File: src/rtl/sd_block_pkg.sv
`default_nettype none
// +----------------------------------------------------------------------+
// | sd_block_pkg                                                         |
// | Shared types and constants for the sector-buffer block responder.    |
// | Revision: 1.0                                                        |
// +----------------------------------------------------------------------+
package sd_block_pkg;

    typedef enum logic [2:0] {
        IDLE      = 3'd0,
        CMD       = 3'd1,
        RD_XFER   = 3'd2,
        WR_ADDR   = 3'd3,
        WR_DATA   = 3'd4,
        WR_SEND   = 3'd5,
        DONE_WAIT = 3'd6,
        RELEASE   = 3'd7
    } state_t;

    localparam int BLK_BYTES = 512;
    localparam int BUF_AW    = 9;
    localparam int CNT_W     = 10;
    localparam int DRV_W     = 2;

    localparam int DRV_FLOPPY1 = 0;
    localparam int DRV_HDD     = 1;
    localparam int DRV_FLOPPY2 = 2;

endpackage : sd_block_pkg
`default_nettype wire

File: src/rtl/sd_req_arbiter.sv
`default_nettype none
// +----------------------------------------------------------------------+
// | sd_req_arbiter                                                       |
// | Round-robin grant over the drive request lines; the search starts    |
// | just after the last granted drive.                                   |
// | Revision: 1.0                                                        |
// +----------------------------------------------------------------------+
module sd_req_arbiter
    import sd_block_pkg::*;
#(
    parameter int NUM_DRIVES = 3
) (
    input  logic                  clk,
    input  logic                  reset_n,
    input  logic [NUM_DRIVES-1:0] i_req,
    input  logic                  i_update,
    input  logic [DRV_W-1:0]      i_update_idx,
    output logic [NUM_DRIVES-1:0] o_grant,
    output logic [DRV_W-1:0]      o_grant_idx,
    output logic                  o_any
);

    logic [DRV_W-1:0] r_last;
    logic             w_hi_found;
    logic             w_lo_found;
    logic [DRV_W-1:0] w_hi_idx;
    logic [DRV_W-1:0] w_lo_idx;

    always_ff @(posedge clk or negedge reset_n) begin
        if (!reset_n) begin
            r_last <= DRV_W'(NUM_DRIVES - 1);
        end else if (i_update) begin
            r_last <= i_update_idx;
        end
    end

    // Lowest requester above the pointer wins; otherwise wrap to the lowest overall.
    always_comb begin
        w_hi_found = 1'b0;
        w_lo_found = 1'b0;
        w_hi_idx   = '0;
        w_lo_idx   = '0;
        for (int i = NUM_DRIVES - 1; i >= 0; i--) begin
            if (i_req[i]) begin
                if (i > int'(r_last)) begin
                    w_hi_found = 1'b1;
                    w_hi_idx   = DRV_W'(i);
                end else begin
                    w_lo_found = 1'b1;
                    w_lo_idx   = DRV_W'(i);
                end
            end
        end
    end

    assign o_any       = w_hi_found | w_lo_found;
    assign o_grant_idx = w_hi_found ? w_hi_idx : w_lo_idx;
    assign o_grant     = o_any ? (NUM_DRIVES'(1) << o_grant_idx) : '0;

endmodule : sd_req_arbiter
`default_nettype wire

File: src/rtl/sd_block_responder.sv
`default_nettype none
// +----------------------------------------------------------------------+
// | sd_block_responder                                                   |
// | Serves sd_rd/sd_wr sector requests by moving one 512-byte block      |
// | between the host block stream and the requester's sector buffer.     |
// | Revision: 1.0                                                        |
// +----------------------------------------------------------------------+
module sd_block_responder
    import sd_block_pkg::*;
#(
    parameter int NUM_DRIVES     = 3,
    parameter int TIMEOUT_CYCLES = 1 << 20
) (
    input  logic                     clk,
    input  logic                     reset_n,
    input  logic [NUM_DRIVES-1:0]    sd_rd,
    input  logic [NUM_DRIVES-1:0]    sd_wr,
    input  logic [NUM_DRIVES*32-1:0] sd_lba,
    output logic [NUM_DRIVES-1:0]    sd_ack,
    output logic [BUF_AW-1:0]        sd_buff_addr,
    output logic [7:0]               sd_buff_dout,
    input  logic [NUM_DRIVES*8-1:0]  sd_buff_din,
    output logic                     sd_buff_wr,
    output logic                     host_cmd_valid,
    input  logic                     host_cmd_ready,
    output logic                     host_cmd_write,
    output logic [1:0]               host_cmd_drive,
    output logic [31:0]              host_cmd_lba,
    input  logic                     host_rx_valid,
    output logic                     host_rx_ready,
    input  logic [7:0]               host_rx_data,
    output logic                     host_tx_valid,
    input  logic                     host_tx_ready,
    output logic [7:0]               host_tx_data,
    input  logic                     host_done,
    output logic                     busy,
    output logic                     err
);

    localparam int                 c_TMR_W     = $clog2(TIMEOUT_CYCLES) + 1;
    localparam logic [c_TMR_W-1:0] c_TMR_LAST  = c_TMR_W'(TIMEOUT_CYCLES - 1);
    localparam logic [CNT_W-1:0]   c_BLK       = CNT_W'(BLK_BYTES);
    localparam logic [CNT_W-1:0]   c_LAST_BYTE = CNT_W'(BLK_BYTES - 1);

    state_t                  r_state;
    state_t                  w_next;
    logic [NUM_DRIVES-1:0]   r_grant;
    logic [NUM_DRIVES-1:0]   r_ack;
    logic [DRV_W-1:0]        r_drive;
    logic                    r_write;
    logic [31:0]             r_lba;
    logic [CNT_W-1:0]        r_count;
    logic [BUF_AW-1:0]       r_wr_addr;
    logic [7:0]              r_dout;
    logic                    r_buff_wr;
    logic [7:0]              r_tx_data;
    logic                    r_err;
    logic [c_TMR_W-1:0]      r_timer;

    logic [NUM_DRIVES-1:0]   w_req;
    logic [NUM_DRIVES-1:0]   w_grant;
    logic [DRV_W-1:0]        w_grant_idx;
    logic                    w_any;
    logic [7:0]              w_din;
    logic [31:0]             w_lba;
    logic                    w_rx_fire;
    logic                    w_tx_fire;
    logic                    w_timeout;
    logic                    w_err;

    assign w_req = (sd_rd | sd_wr) & ~r_ack;

    sd_req_arbiter #(
        .NUM_DRIVES (NUM_DRIVES)
    ) u_arbiter (
        .clk          (clk),
        .reset_n      (reset_n),
        .i_req        (w_req),
        .i_update     (r_state == RELEASE),
        .i_update_idx (r_drive),
        .o_grant      (w_grant),
        .o_grant_idx  (w_grant_idx),
        .o_any        (w_any)
    );

    always_comb begin
        w_din = '0;
        w_lba = '0;
        for (int i = 0; i < NUM_DRIVES; i++) begin
            if (r_drive == DRV_W'(i)) w_din = sd_buff_din[i*8 +: 8];
            if (w_grant[i])           w_lba = sd_lba[i*32 +: 32];
        end
    end

    assign host_rx_ready = (r_state == RD_XFER) && (r_count < c_BLK);
    assign host_tx_valid = (r_state == WR_SEND);
    assign w_rx_fire     = host_rx_valid && host_rx_ready;
    assign w_tx_fire     = host_tx_valid && host_tx_ready;
    assign w_timeout     = (r_state != IDLE) && (r_timer == c_TMR_LAST);

    always_comb begin
        w_next = r_state;
        w_err  = 1'b0;
        case (r_state)
            IDLE:      if (w_any) w_next = CMD;
            CMD:       if (host_cmd_ready) w_next = r_write ? WR_ADDR : RD_XFER;
            RD_XFER: begin
                if (w_rx_fire && r_count == c_LAST_BYTE) begin
                    w_next = host_done ? RELEASE : DONE_WAIT;
                end else if (host_done) begin
                    w_next = RELEASE;
                    w_err  = 1'b1;
                end
            end
            WR_ADDR, WR_DATA: begin
                if (host_done) begin
                    w_next = RELEASE;
                    w_err  = 1'b1;
                end else begin
                    w_next = (r_state == WR_ADDR) ? WR_DATA : WR_SEND;
                end
            end
            WR_SEND: begin
                if (w_tx_fire && r_count == c_LAST_BYTE) begin
                    w_next = host_done ? RELEASE : DONE_WAIT;
                end else if (host_done) begin
                    w_next = RELEASE;
                    w_err  = 1'b1;
                end else if (w_tx_fire) begin
                    w_next = WR_ADDR;
                end
            end
            DONE_WAIT: if (host_done) w_next = RELEASE;
            RELEASE:   w_next = IDLE;
            default:   w_next = IDLE;
        endcase
        // Only a state that is genuinely stalled can time out.
        if (w_timeout && w_next == r_state && !w_rx_fire && !w_tx_fire) begin
            w_next = RELEASE;
            w_err  = 1'b1;
        end
    end

    always_ff @(posedge clk or negedge reset_n) begin
        if (!reset_n) begin
            r_state   <= IDLE;
            r_grant   <= '0;
            r_ack     <= '0;
            r_drive   <= '0;
            r_write   <= 1'b0;
            r_lba     <= '0;
            r_count   <= '0;
            r_wr_addr <= '0;
            r_dout    <= '0;
            r_buff_wr <= 1'b0;
            r_tx_data <= '0;
            r_err     <= 1'b0;
            r_timer   <= '0;
        end else begin
            r_state   <= w_next;
            r_err     <= w_err;
            r_buff_wr <= w_rx_fire;
            if (w_rx_fire) begin
                r_wr_addr <= r_count[BUF_AW-1:0];
                r_dout    <= host_rx_data;
            end
            if (r_state == IDLE && w_any) begin
                r_grant <= w_grant;
                r_drive <= w_grant_idx;
                r_write <= |(sd_wr & w_grant);
                r_lba   <= w_lba;
            end
            if (r_state == CMD && host_cmd_ready) begin
                r_ack   <= r_grant;
                r_count <= '0;
            end else if (w_rx_fire || w_tx_fire) begin
                r_count <= r_count + CNT_W'(1);
            end
            if (r_state == WR_DATA) r_tx_data <= w_din;
            if (r_state == RELEASE) r_ack <= '0;
            if (r_state == IDLE || w_next != r_state || w_rx_fire || w_tx_fire) begin
                r_timer <= '0;
            end else begin
                r_timer <= r_timer + c_TMR_W'(1);
            end
        end
    end

    // Reads drive the address from the accepted-byte register, writes from the live count.
    assign sd_buff_addr   = r_write ? r_count[BUF_AW-1:0] : r_wr_addr;
    assign sd_buff_dout   = r_dout;
    assign sd_buff_wr     = r_buff_wr;
    assign sd_ack         = r_ack;
    assign host_cmd_valid = (r_state == CMD);
    assign host_cmd_write = r_write;
    assign host_cmd_drive = r_drive;
    assign host_cmd_lba   = r_lba;
    assign host_tx_data   = r_tx_data;
    assign busy           = (r_state != IDLE);
    assign err            = r_err;

endmodule : sd_block_responder
`default_nettype wire

File: config.mk
export PLATFORM = sky130hd
export DESIGN_NAME = sd_block_responder
export DESIGN_NICKNAME = d
export VERILOG_FILES = /design/src/rtl/sd_block_pkg.sv /design/src/rtl/sd_req_arbiter.sv /design/src/rtl/sd_block_responder.sv
export SDC_FILE = /design/constraint.sdc
export NUM_CORES = 1
export LEC_CHECK = 0
export CORE_MARGIN = 3
export CORE_UTILIZATION = 40
export CTS_BUF_LIST = sky130_fd_sc_hd__clkbuf_8
export DETAILED_ROUTE_END_ITERATION = 12
export PLACE_DENSITY = 0.72
export SYNTH_ARGS = -nofsm -noshare
export SYNTH_HDL_FRONTEND = slang
export SYNTH_HIERARCHICAL = 1
export SYNTH_SLANG_ARGS = --single-unit
File: constraint.sdc
create_clock -name clk -period 3 [get_ports clk]
set_input_delay 0.6 -clock clk [delete_from_list [all_inputs] [get_ports clk]]
set_output_delay 0.6 -clock clk [all_outputs]
set_load 0.1 [all_outputs]
==> results.md, run 1 <==
* Ys Warns at 6
* CP arrival at between 2 and 3 ns
* CTS clk-pin slew, worst paths at approximately 0.090 ns
* Post-synthesis cell count at roughly 590
* Drt wl/cell at around 16 µm
* Area growth, synth to finish at 43.3%
* Worst reg-to-reg path cell count at 8
* CP peak stage delay at roughly 0.5 ns
* Port Buffer Count at between 200 and 250
* Reg area at around 2600 µm²
* Clk sink count at roughly 100
* Synth async-reset ratio at 1.00
* Kind of end point of the critical path: flip-flop
* CTS Buf Count at 9
* Grt ovf at 0
* DRT iter0 DRCs at 261
* Largest net degree at the start of global routing at roughly 60
* Syn nets at 730
* R2R Setup Slk at 0.60 ns
* Synthesized area at 5580 µm²
* First-pass GRT wire length at 25.0 mm
* Status: finished, final reports clean
* EDFF count, synth at 0
* Inst Count DP at 950
* Number of failing hold endpoints at the final stage at 0
* RSZ-0062 raised after global routing: false
* Fill cell count at roughly 1200
* Worst Path Required at ~3.3 ns
* Synth Area per Inst at 9.48 µm²
* Routability Congestion at about 0.87
* Top FF cell, synth: dfrtp_1
* Slew HR at 0.355
* Post-CTS setup buffer count at 0
* Worst VDD drop at 0.000697 V
* Chip Width at approximately 120 µm
* Root buf cell: clkbuf_8
* Net count, final at slightly above 900
* Setup Skew at 0.0113 ns
* Final Max Tran Viols at 0
* Hold_buf cts at 0
* Die height at 124 µm
* Starting Density at 0.415
* Pwr dens at between 1000 and 1500 nW/µm²
* Max Fclk at about 380 MHz
* Critical Path Most Common Cell: nor2_1
* Global-route usage over all layers at 0.207
* Final setup vio count at 0
* CP max FO at 12
* Total die area at 15400 µm²
* CTS tree: done
* Post_cts resized at 0
* RR Startpoint: sd_ack[1]
* Avg Vias per Cell at between 5 and 6
* Diode count at 0
* Vias in the first global route at between 5000 and 6000
* DRC at 0
* Seq/Total Area, Yosys at 0.467
* Commonest cells after routing, fill and taps aside: 138 x clkdlybuf4s50_1, 103 x dfrtp_1, 84 x nor2_1, 84 x buf_4
* Synth unique cells at between 50 and 60
* Leak at between 3 and 4 nW
* Commonest non-fill, non-tap cell in the layout: clkdlybuf4s50_1
* Critical Path, Cell by Cell: clkdlybuf4s50_1 > nor2_1 > nor2_1 > or3_1 > nand2b_1 > a222oi_1 > o31a_1 > o2111a_1 > buf_12 > nor3_2
* Routed wire length at between 15 and 20 mm
* Fin crit share at 0.889
* Worst slew pin tran at between 0.9 and 1 ns
* Clock Path Buffers at 2
* Initial antenna violation count at 0
* Layout cells sized above 1 at 0.204
* # rows at 42
* HP Class: in -> async
* Total vias in the final route at around 5100
* DP Wirelength at 12.2 mm
* Ports at roughly 210
* CTS HTree Levels at 3
* Skew-Pair Late Insertion Delay at 0.37 ns
* CP Class: in -> reg
* Multi-input logic area at about 2800 µm²
* Seq cells post-synth at roughly 100
* Drt first pass iters at 4
* Antenna viol nets, final at 0
* Worst R2R End: r_timer[7]
* Total power after layout at around 0.0089 W
* Core ar. at 13500 µm²
* Max Cap Violations at 0
* Min Tclk post-route at around 2.7 ns
* Critical-path top delay cell: clkdlybuf4s50_1
* Worst setup SP type: primary input
* Finished Layout Cells at 966
-- metal layers --
metal / vias up / wire (µm) / track usage
met5: - / 0 / 0
met4: 0 / 276 / 0.0719
met3: 21 / 1050 / 0.0468
met2: 186 / 8160 / 0.357
met1: 2403 / 6370 / 0.255
li1: 2484 / - / -
-- final cells by class --
cell class | count | share of cell area
Multi-Input combinational cell | 437 | 0.353
Clock buffer | 11 | 0.0189
Inverter | 8 | 0.00376
Tap cell | 176 | 0.0276
Timing Repair Buffer | 225 | 0.259
Sequential cell | 104 | 0.326
Clock inverter | 5 | 0.0122
-- stage by stage --
| stage | area [µm²] | setup TNS [ns] | worst slack, ns | util | hold slack, ns |
|---|---|---|---|---|---|
| 2_1_floorplan | 5590 | 0 | 0.233 | - | 0.304 |
| 3_3_place_gp | 7740 | -4.56 | -0.175 | 0.575 | 0.466 |
| 3_5_place_dp | 7740 | -6.99 | -0.275 | 0.575 | 0.475 |
| 4_1_cts | 7990 | 0 | 0.152 | 0.594 | 0.211 |
| 5_1_grt | 7990 | 0 | 0.169 | 0.594 | 0.230 |
| 6_report | 7990 | 0 | 0.334 | 0.594 | 0.207 |
-- worst max-delay path by stage --
stage,from,endpoint,depth (start not counted)
6_report,sd_wr[1],r_timer[7],10
5_1_grt,sd_wr[1],r_timer[20],10
4_1_cts,sd_wr[0],host_cmd_lba[14],10
3_5_place_dp,sd_wr[0],host_cmd_lba[9],10
3_3_place_gp,sd_wr[2],host_cmd_lba[25],10
2_1_floorplan,r_state[0],sd_buff_dout[0],5
-- registers in the layout, indices dropped and copies added, names as in the netlist --
signal / count
host_tx_data: 8
host_cmd_drive: 2
sd_buff_wr: 1
u_arbiter/r_last: 2
r_wr_addr: 9
host_cmd_lba: 32
host_cmd_write: 1
sd_buff_dout: 8
r_grant: 3
sd_ack: 3
r_count: 10
r_timer: 21
err: 1
r_state: 3
-- cells in the mapped netlist (all sizes together) (4+ instances only) --
| cell type | number | area [µm²] |
|---|---|---|
| xor2 | 11 | 96.3 |
| nand2b | 6 | 37.5 |
| nand2 | 53 | 199 |
| nor2b | 6 | 45.0 |
| dfrtp | 103 | 2580 |
| a21oi | 53 | 269 |
| mux2i | 12 | 120 |
| clkbuf | 25 | 93.8 |
| nor3 | 19 | 150 |
| xnor2 | 17 | 149 |
| inv | 8 | 30.0 |
| nor4 | 4 | 25.0 |
| nor4bb | 4 | 40.0 |
| nor2 | 84 | 315 |
| o21ai | 39 | 195 |
| buf | 14 | 71.3 |
| nand3 | 8 | 40.0 |
| mux2 | 33 | 372 |
| a22oi | 31 | 233 |
| a22o | 4 | 35.0 |
| nand4 | 4 | 25.0 |
| and4 | 4 | 35.0 |
-- worst max-delay path, delay by kind of cell --
kind,cells,cell delay (ns)
AO/OA/AOI/OAI,3,0.94
AND/OR/NAND/NOR,5,0.70
buffers and inverters,2,0.66
-- cell families (layout without fill, tap and decap cells) --
kind of cell / count (synthesis) / after routing / share of synthesized area
flip-flops: 104 / 104 / 0.467
multiplexers: 45 / 45 / 0.0882
XOR/XNOR: 28 / 28 / 0.0440
AO/OA/AOI/OAI: 149 / 149 / 0.166
buffers and inverters: 47 / 249 / 0.0350
adder cells (fa/ha/maj): 2 / 2 / 0.00449
AND/OR/NAND/NOR: 213 / 213 / 0.195
-- report_power, final --
group | total (W) | switching (W) | internal (W)
Sequential | 0.00217 | 0.000367 | 0.00181
Clock | 0.00106 | 0.000470 | 0.000595
Combinational | 0.00564 | 0.00409 | 0.00156
Total | 0.00888 | 0.00492 | 0.00396
Power figures use the tool's default switching activity.
==> inputs of run 2 (changes only) <==
- CAP_MARGIN: unset -> 5
- CORE_ASPECT_RATIO: unset -> 1.1
- SKIP_LAST_GASP: unset -> 1
==> run 2 against run 1 <==
Against the previous run: first-iteration DRC count shrank 16%; critical path type unchanged; sequential power is essentially flat; flip-flop and latch count is the same; final cell count grew 0.93%.
==> results.md, run 2 (synthesis results as in run 1) <==
* Number of failing hold endpoints at the final stage at 0
* Drt wl/cell at about 16 µm
* GR Util met3 at 0.0472
* DP Wirelength at 11.9 mm
* Area growth, synth to finish at 42.9%
* Pwr dens at approximately 1100 nW/µm²
* Starting Density at 0.415
* Setup Skew at ~0.015 ns
* Largest net degree at the start of global routing at 63
* Diode count at 0
* Final setup vio count at 0
* Max Cap Violations at 0
* Min Tclk post-route at between 2 and 3 ns
* PnR worst setup slack at about 0.41 ns
* Worst slew pin tran at about 1 ns
* Total vias in the final route at 5118
* Vias in the first global route at roughly 5200
* Drt first pass iters at 4
* Setup TNS at 0 ns
* Ports at approximately 210
* Initial antenna violation count at 0
* Port Buffer Count at approximately 210
* Kind of end point of the critical path: flip-flop
* Final Max Tran Viols at 0
* Worst setup SP type: primary input
* RSZ-0062 raised after global routing: false
* Max FFs per register at 32
* Slew HR at 0.330
* CTS Buf Count at 9
* Status: finished, final reports clean
* R2R Setup Slk at 0.67 ns
* CTS HTree Levels at 3
* Clock Path Buffers at 2
* M1 GR Usage at 0.240
* Met2 global-route usage at 0.357
* Clk sink count at between 100 and 150
* Root buf cell: clkbuf_8
* Commonest non-fill, non-tap cell in the layout: clkdlybuf4s50_1
* Die height at 130 µm
* First-pass GRT wire length at ~25 mm
* Routed wire length at approximately 15 mm
* DRC at 0
* DRT iter0 DRCs at ~220
* HP Class: in -> async
* Worst VDD drop at about 0.00053 V
* Hold_buf cts at 0
* Skew-Pair Late Insertion Delay at between 0.3 and 0.4 ns
* Worst Path Required at approximately 3.2 ns
* Global-route usage over all layers at 0.200
* Core ar. at 13400 µm²
* Total die area at ~15000 µm²
* Chip Width at roughly 120 µm
* Leak at between 3 and 4 nW
* Busiest layer in global routing: met2
* Layout cells sized above 1 at 0.207
* Fin crit share at 0.864
* Net count, final at roughly 930
* Antenna viol nets, final at 0
* CP max FO at 12
* CTS tree: done
* Max Fclk at around 390 MHz
* Avg Vias per Cell at ~5.2
* CP arrival at roughly 2.8 ns
* Commonest cells after routing, fill and taps aside: 138 x clkdlybuf4s50_1, 103 x dfrtp_1, 85 x buf_4
* Place WS at -0.308 ns
* Grt ovf at 0
* CP Class: in -> reg
* Routability Congestion at about 0.84
* # rows at 44
* WHS at a little under 0.3 ns
* CTS clk-pin slew, worst paths at about 0.10 ns
## run 2: stage by stage
stage | cells | total power [W] | cell area, µm² | util
CTS | 975 | 0.00877 | 7960 | 0.593
global placement | 959 | 0.00775 | 7760 | 0.577
floorplan | 588 | 0.00646 | 5590 | -
detailed placement | 959 | 0.00786 | 7760 | 0.577
finish | 975 | 0.00871 | 7970 | 0.593
global route | 975 | 0.00924 | 7970 | 0.593
## run 2: repair_timing
action                                  CTS  global route
resized for setup                         0             2
endpoints found under the setup margin    0            38
buffers inserted                          0             0
hold endpoints to repair                  0             0
## run 2: worst paths after layout
kind / from / endpoint / cells after the start
worst min register to register: host_cmd_lba[6] / host_cmd_lba[6] / 2
worst max-delay path: sd_wr[0] / r_timer[20] / 9
worst max register to register: r_state[0] / r_timer[20] / 7
worst min-delay path: reset_n / host_tx_data[0] / 1
max in group asynchronous: reset_n / r_timer[3] / 2
min in group clk: host_cmd_lba[6] / host_cmd_lba[6] / 2
## run 2: power by group
part / leakage [nW] / internal (W) / switching (W)
clock network: 0.107 / 0.000430 / 0.000466
logic: 1.96 / 0.00158 / 0.00406
registers: 1.35 / 0.00181 / 0.000379
total: 3.42 / 0.00381 / 0.00490
## run 2: critical path, stage by stage
cell             delay (ns)
clkdlybuf4s50_1        0.48
nor2_1                 0.04
nor2_1                 0.14
or3_1                  0.19
nand2b_1               0.07
a222oi_1               0.49
o31a_1                 0.23
o2111a_2               0.47
nor3_1                 0.10
## run 2: layer usage
| metal | part of all wire | up-vias |
|---|---|---|
| li1 | - | 2485 |
| met1 | 0.40 | 2453 |
| met2 | 0.52 | 159 |
| met3 | 0.062 | 21 |
| met4 | 0.019 | 0 |
| met5 | 0 | - |
## run 2: cell type report
type,instances,area [µm²]
Sequential cell,104,2600
Clock inverter,5,55.1
Multi-Input combinational cell,437,2820
Tap cell,184,230
Timing Repair Buffer,226,2080
Inverter,8,30.0
Clock buffer,11,151
Fill cell,1205,5460
